==> src/rtl/cbu_updn_mod_counter_if.sv <==
// Bus bundle for the CBU up/down modulo counter: control inputs, load data,
// chaining carry and the count/flag outputs. Clock and clear are kept as
// plain ports on the counter itself.
interface cbu_updn_mod_counter_if #(
   parameter int WIDTH = 8
);
   logic             SD;
   logic             LOAD;
   logic [WIDTH-1:0] D;
   logic             EN;
   logic             CAI;
   logic             UP;
   logic             OVF_CLR;
   logic [WIDTH-1:0] Q;
   logic             CAO;
   logic             OVF;

   // Controller side: drives the counter controls, observes count and flags.
   modport master (
      output SD, LOAD, D, EN, CAI, UP, OVF_CLR,
      input  Q, CAO, OVF
   );

   // Counter side.
   modport slave (
      input  SD, LOAD, D, EN, CAI, UP, OVF_CLR,
      output Q, CAO, OVF
   );
endinterface

==> src/rtl/cbu_updn_mod_counter.sv <==
// Cascadable up/down modulo counter. Counts 0..MODULUS-1 in either direction,
// wraps or saturates at the terminal value, supports preset, clamped load and
// a sticky overflow flag. CAO is combinational so chained stages step on the
// same edge as the stage below them.
module cbu_updn_mod_counter #(
   parameter int              WIDTH    = 8,
   parameter longint unsigned MODULUS  = 256,
   parameter bit              SATURATE = 1'b0
) (
   input  logic                  CLK,
   input  logic                  CD,
   cbu_updn_mod_counter_if.slave bus
);

   // Largest legal count; also the terminal value when counting up.
   localparam logic [WIDTH-1:0] MAX_Q = WIDTH'(MODULUS - 64'd1);

   logic [WIDTH-1:0] term;
   logic [WIDTH-1:0] load_val;
   logic             stepping;
   logic             at_term;

   // Terminal value, step qualification and clamped load data.
   always_comb begin
      term     = bus.UP ? MAX_Q : '0;
      stepping = bus.EN && bus.CAI;
      at_term  = (bus.Q == term);
      load_val = (64'(bus.D) < MODULUS) ? bus.D : MAX_Q;
   end

   // Carry out: this stage is about to roll over (or attempt to) on the next edge.
   assign bus.CAO = stepping && at_term && !CD && !bus.SD && !bus.LOAD;

   // Count register and sticky overflow flag; CD > SD > LOAD > step > hold.
   // NOTE: the clear is sampled on the clock edge only, so it lives inside the
   // posedge-only sensitivity list rather than being an asynchronous branch.
   always_ff @(posedge CLK) begin
      if (CD) begin
         // NOTE: non-blocking assignments keep every register sampling the
         // pre-edge values, which chained stages and the OVF logic rely on.
         bus.Q   <= '0;
         bus.OVF <= 1'b0;
      end else begin
         if (bus.SD) begin
            bus.Q <= MAX_Q;
         end else if (bus.LOAD) begin
            bus.Q <= load_val;
         end else if (stepping) begin
            if (!at_term) begin
               bus.Q <= bus.UP ? bus.Q + WIDTH'(1) : bus.Q - WIDTH'(1);
            end else if (!SATURATE) begin
               bus.Q <= bus.UP ? '0 : MAX_Q;
            end
         end

         // A step taken at the terminal value sets the flag; set beats clear.
         if (!bus.SD && !bus.LOAD && stepping && at_term) begin
            bus.OVF <= 1'b1;
         end else if (bus.OVF_CLR) begin
            bus.OVF <= 1'b0;
         end
      end
   end

endmodule

==> src/flat_wrapper.sv <==
// flat-port wrapper written by rule: the top's interface ports become plain ports
module cbu_updn_mod_counter_flat 
#(
   parameter int              WIDTH    = 8,
   parameter longint unsigned MODULUS  = 256,
   parameter bit              SATURATE = 1'b0
)
  (CLK, CD, bus_SD, bus_LOAD, bus_D, bus_EN, bus_CAI, bus_UP, bus_OVF_CLR, bus_Q, bus_CAO, bus_OVF);
  cbu_updn_mod_counter_if #(.WIDTH(WIDTH)) bus_i ();
  input  logic CLK;
  input  logic CD;
  input wire logic [$bits(bus_i.SD)-1:0] bus_SD;
  input wire logic [$bits(bus_i.LOAD)-1:0] bus_LOAD;
  input wire logic [$bits(bus_i.D)-1:0] bus_D;
  input wire logic [$bits(bus_i.EN)-1:0] bus_EN;
  input wire logic [$bits(bus_i.CAI)-1:0] bus_CAI;
  input wire logic [$bits(bus_i.UP)-1:0] bus_UP;
  input wire logic [$bits(bus_i.OVF_CLR)-1:0] bus_OVF_CLR;
  output wire logic [$bits(bus_i.Q)-1:0] bus_Q;
  output wire logic [$bits(bus_i.CAO)-1:0] bus_CAO;
  output wire logic [$bits(bus_i.OVF)-1:0] bus_OVF;
  assign bus_i.SD = bus_SD;
  assign bus_i.LOAD = bus_LOAD;
  assign bus_i.D = bus_D;
  assign bus_i.EN = bus_EN;
  assign bus_i.CAI = bus_CAI;
  assign bus_i.UP = bus_UP;
  assign bus_i.OVF_CLR = bus_OVF_CLR;
  assign bus_Q = bus_i.Q;
  assign bus_CAO = bus_i.CAO;
  assign bus_OVF = bus_i.OVF;
  cbu_updn_mod_counter #(.WIDTH(WIDTH), .MODULUS(MODULUS), .SATURATE(SATURATE)) u_core (.CLK(CLK), .CD(CD), .bus(bus_i));
endmodule
==> config.mk <==
export PLATFORM = sky130hd
export DESIGN_NAME = cbu_updn_mod_counter_flat
export DESIGN_NICKNAME = d
export VERILOG_FILES = /design/src/rtl/cbu_updn_mod_counter_if.sv /design/src/rtl/cbu_updn_mod_counter.sv /design/src/flat_wrapper.sv
export SDC_FILE = /design/constraint.sdc
export NUM_CORES = 1
export LEC_CHECK = 0
export CAP_MARGIN = 5
export CORE_MARGIN = 2
export CORE_UTILIZATION = 45
export DETAILED_ROUTE_END_ITERATION = 16
export HOLD_SLACK_MARGIN = 0.06
export PLACE_DENSITY = 0.76
export SYNTH_ARGS = -nofsm -noshare
export SYNTH_HDL_FRONTEND = slang
export SYNTH_SLANG_ARGS = --single-unit
==> constraint.sdc <==
create_clock -name CLK -period 2.84 [get_ports CLK]
set_clock_uncertainty 0.1 [all_clocks]
set_input_delay 0.71 -clock CLK [delete_from_list [all_inputs] [get_ports CLK]]
set_output_delay 0.71 -clock CLK [all_outputs]
set_load 0.02 [all_outputs]
## After elaboration in Yosys (flattened, before gate mapping)

Index checks and enable logic that the tools add are counted.

| word-level totals | value |
|---|---|
| bits in latches | 0 |
| RAM bits | 0 |
| bits in registers | 9 |
| memories | 0 |
| bits of input ports | 16 |
| word-level logic and storage cells | 27 |
| bits in read-only memories | 0 |

| operators by class | value |
|---|---|
| muxes and demuxes | 9 |
| add/subtract/negate cells | 2 |
| bitwise logic cells | 0 |
| order comparisons | 0 |
| divide/modulo/power cells | 0 |
| reductions and logical operators | 13 |
| shift-type cells | 0 |
| multipliers | 0 |
| equal/unequal tests | 1 |

Operator list:

| operator | count |
|---|---|
| 8-bit two-way mux | 7 |
| 8-bit by 1-bit adder with 8-bit output, second input constant | 1 |
| 8-bit == test | 1 |
| 1-bit logical AND | 8 |
| 8-bit by 1-bit subtractor with 8-bit output, second input constant | 1 |
| 1-bit logical NOT | 3 |
| 3-bit nonzero test | 1 |
| 1-bit two-way mux | 2 |
| 2-bit nonzero test | 1 |

## Depth between registers and ports, before layout

| logic depth | value |
|---|---|
| depth after elaboration | 6 |
| mapped depth | 8 |
| depth with buffers taken out | 7 |

## Worst setup path before layout

OpenSTA, ideal clock, no wires.

| path | value |
|---|---|
| path type | input -> output |
| start | input port bus_UP |
| end | output port bus_CAO |
| path slack | -0.052 ns |
| data arrival time | 2.082 ns |
| cell stages on the path | 7 |
| cell sequence | inv_1 ha_1 and2_1 o2111ai_2 buf_6 nand2b_1 nor2_1 |

| between the ends | value |
|---|---|
| word-level cells in the longest chain between the ends | 6 |

RTL lines:

| element | line | source |
|---|---|---|
| start: declaration | flat_wrapper.sv:17 | `input wire logic [$bits(bus_i.UP)-1:0] bus_UP;` |
| 8-bit two-way mux | cbu_updn_mod_counter.sv:25 | `term = bus.UP ? MAX_Q : '0;` |
| 8-bit == test | cbu_updn_mod_counter.sv:27 | `at_term = (bus.Q == term);` |
| 1-bit logical AND (4 in a row) | cbu_updn_mod_counter.sv:32 | `assign bus.CAO = stepping && at_term && !CD && !bus.SD && !bus.LOAD;` |
| end: declaration | flat_wrapper.sv:20 | `output wire logic [$bits(bus_i.CAO)-1:0] bus_CAO;` |

No other way between the ends.

## Final worst setup path

Ends and elaborated chain as after synthesis.

==> parameters.txt <==
Parameter                              Value

Clocking
  Clock-pin slew on the worst setup and hold paths    0.07 ns
  CTS tree    done
  Worst skew pair latency    0.26 ns
  Clock Tree Buf Depth    2
  H-tree depth reported by CTS    1
  Number of buffers created by CTS    3
  Number of sinks handled by clock tree synthesis    9
  Root Driver    sky130_fd_sc_hd__clkbuf_4

Global routing
  Total Routing Usage GR    0.258
  Remaining Overflow, GRT    0
  Via count of the first global-routing pass    882
  Pin count of the biggest net entering global routing    11
  Antenna violations before repair    0
  First-pass GRT wire length    3.95 mm

Synth
  Number of different library cells in the post-synthesis netlist    37
  Compound-gate portion of the synthesized area    0.335
  EDFF count, synth    0
  Adder-Cell Fraction of Synth Area    0.118
  Simple-gate share of the synthesized area    0.169
  Instance count of the mapped netlist    95
  Post-synthesis cell area    807 sq um
  Share of the synthesized netlist area taken by xor and xnor gates    0.0543
  Top cells by area, synth    sky130_fd_sc_hd__dfxtp_1 22%, sky130_fd_sc_hd__ha_1 9.3%, sky130_fd_sc_hd__a21oi_1 6.2%
  Synth area leader    sky130_fd_sc_hd__dfxtp_1
  Ys async rst share    0
  Number of nets in the synthesized netlist    118
  Mean Syn Cell Area    8.49 sq um
  Main combinational cell family by area after synthesis    compound AO/OA/AOI/OAI gates
  Post-synth top area share    0.223
  Share of synthesized area spent on multiplexers    0.0636
  Count of yosys warnings during synthesis    0
  Register area share after synthesis    0.223
  Commonest register cell after synthesis    sky130_fd_sc_hd__dfxtp_1
  Register bit total from synthesis    9

Routing
  Vias after detailed routing    931
  Final antenna-violating net count    0
  Total Wirelength    2.41 mm
  Number of optimization iterations in the first detailed-route pass    4
  WL/cell    14.8 microns
  Starting DRT DRC Count    19
  Number of vias per cell after detailed routing    5.71
  DRC violation count after routing    0

Floorplanning
  Core ar.    1710 sq um
  Count of boundary I/O pins    26
  Placement Rows    15
  Die X-Extent    46.4 microns
  Die area    2150 sq um
  Vertical die dimension    46.4 microns
  Initial core utilization    0.473

Pwr
  Power density over cell area    397 nW/um^2
  Highest ir drop seen on vdd    0.000335 V
  Static Leak    0.550 nW

Layout
  Fill count    118
  Number of nets at the end of the flow    162
  Diodes inserted    0
  Area Overhead vs Synth    58.0%
  Area taken by flip-flops and latches    180 sq um
  Final core utilization    0.747
  Count of non-filler cells in the finished layout    163
  Area occupied by multi-input gates    649 sq um
  Fraction of final layout cells with drive strength greater than 1    0.268

Timing
  Max Clock Freq    377 MHz
  Endpoints failing setup    0
  Clock period minus final worst setup slack    2.66 ns
  Number of hold violations in the final report    0
  Actual transition at the worst max-transition pin    0.388 ns
  Normalized max-slew margin    0.740
  Post-route worst hold slack    0.405 ns
  Final clock period utilization by the worst path    0.935
  RSZ-0062 raised after global routing    false
  Final-report max-slew violation count    0

Worst setup path
  Worst setup path category    primary input to primary output
  CP required    2.03 ns
  R2R setup slack    0.75 ns
  CP max FO    8
  Critical Path End Type    primary output
  Kind of start point of the critical path    primary input
  Critical path data arrival time    1.85 ns

Placed design
  Total of buffers placed on input and output ports    25
  Placer Congestion    0.882
  Post-placement cell count    158
  Post-DP HPWL    1.81 mm

Hold path
  Hold Path Class    register to register

Flow run
  Count of maximum capacitance violations    0

Outcome
  Status    finished, final reports clean
## power by group
group	switching (W)	internal (W)
Clock	0.0000509	0.0000542
Sequential	0.0000170	0.000138
Combinational	0.000111	0.000135
Total	0.000179	0.000327
## cell usage after synthesis (all sizes together) (2+ instances only)
cell	n
inv	3
o22ai	5
xor2	2
dfxtp	9
mux2i	4
a21o	3
xnor2	3
ha	6
and2	3
nor4b	2
a211oi	2
nand2	9
o21ai	2
nor2	3
a221oi	5
a21oi	10
nand2b	2
nor3	3
clkbuf	2
o211ai	3
## per-layer routing
metal	vias up	wire length [microns]	GRT usage
met5	-	0	0
met4	0	0	0.0514
met3	0	144	0.0392
met2	32	1210	0.453
met1	437	1050	0.331
li1	462	-	-
## what timing repair did
action | 4_1_cts | 5_1_grt
hold buffers | 0 | 0
gates resized for setup | 16 | 3
endpoints found under the setup margin | 1 | 1
setup buffers | 1 | 0
## state kept, by name, summed over array words and instances (netlist names)
register and count:
u_core.bus.OVF 1, u_core.bus.Q 8
## kinds of logic (layout without fill, tap and decap cells)
logic type	count (synthesis)	in the layout
fa+ha+maj	7	7
xor+xnor	5	5
mux	5	5
flops	9	9
buf+inv	6	49
compound gates	37	37
simple gates	26	26
## worst paths after layout
kind,startpoint,endpoint,depth (start not counted)
setup reg to reg,u_core.bus.Q[1],u_core.bus.Q[5],6
hold reg to reg,u_core.bus.OVF,u_core.bus.OVF,2
hold / removal,u_core.bus.OVF,u_core.bus.OVF,2
setup / recovery,bus_UP,bus_CAO,8
## metrics by stage
stage / worst slack (ns) / power (W) / cell area, sq um / TNS, ns
2_1_floorplan: 0.0259 / 0.000288 / 810 / 0
3_3_place_gp: -0.749 / 0.000382 / 1190 / -1.12
3_5_place_dp: -0.792 / 0.000386 / 1190 / -1.36
4_1_cts: 0.0228 / 0.000502 / 1270 / 0
5_1_grt: 0.116 / 0.000538 / 1270 / 0
6_report: 0.185 / 0.000506 / 1270 / 0
## cell usage in the layout (no fill, tap or decap), types with 3 or more instances in the layout
cell / synthesis / final
sky130_fd_sc_hd__a21o_1: 3 / 3
sky130_fd_sc_hd__a21oi_1: 10 / 10
sky130_fd_sc_hd__a221oi_1: 4 / 4
sky130_fd_sc_hd__and2_4: 0 / 3
sky130_fd_sc_hd__buf_4: 0 / 17
sky130_fd_sc_hd__clkbuf_4: 0 / 3
sky130_fd_sc_hd__clkdlybuf4s50_1: 0 / 23
sky130_fd_sc_hd__dfxtp_1: 9 / 9
sky130_fd_sc_hd__ha_1: 6 / 4
sky130_fd_sc_hd__mux2i_1: 4 / 4
sky130_fd_sc_hd__nand2_1: 8 / 8
sky130_fd_sc_hd__o211ai_1: 3 / 3
sky130_fd_sc_hd__o22ai_1: 5 / 5
sky130_fd_sc_hd__xnor2_1: 3 / 3
## layout make-up
type                            count  share of cell area
Timing Repair Buffer               42               0.293
Clock buffer                        4              0.0206
Multi-Input combinational cell     80               0.509
Sequential cell                     9               0.141
Tap cell                           25              0.0245
Inverter                            3              0.0108
## critical path, cell delays in order
cell                        delay [ns]
sky130_fd_sc_hd__clkbuf_2         0.11
sky130_fd_sc_hd__inv_4            0.07
sky130_fd_sc_hd__ha_1             0.30
sky130_fd_sc_hd__and2_4           0.15
sky130_fd_sc_hd__o2111ai_2        0.12
sky130_fd_sc_hd__nand2b_4         0.18
sky130_fd_sc_hd__nor2_4           0.09
sky130_fd_sc_hd__buf_6            0.12
Note: power is estimated with default switching activity, not from simulation.
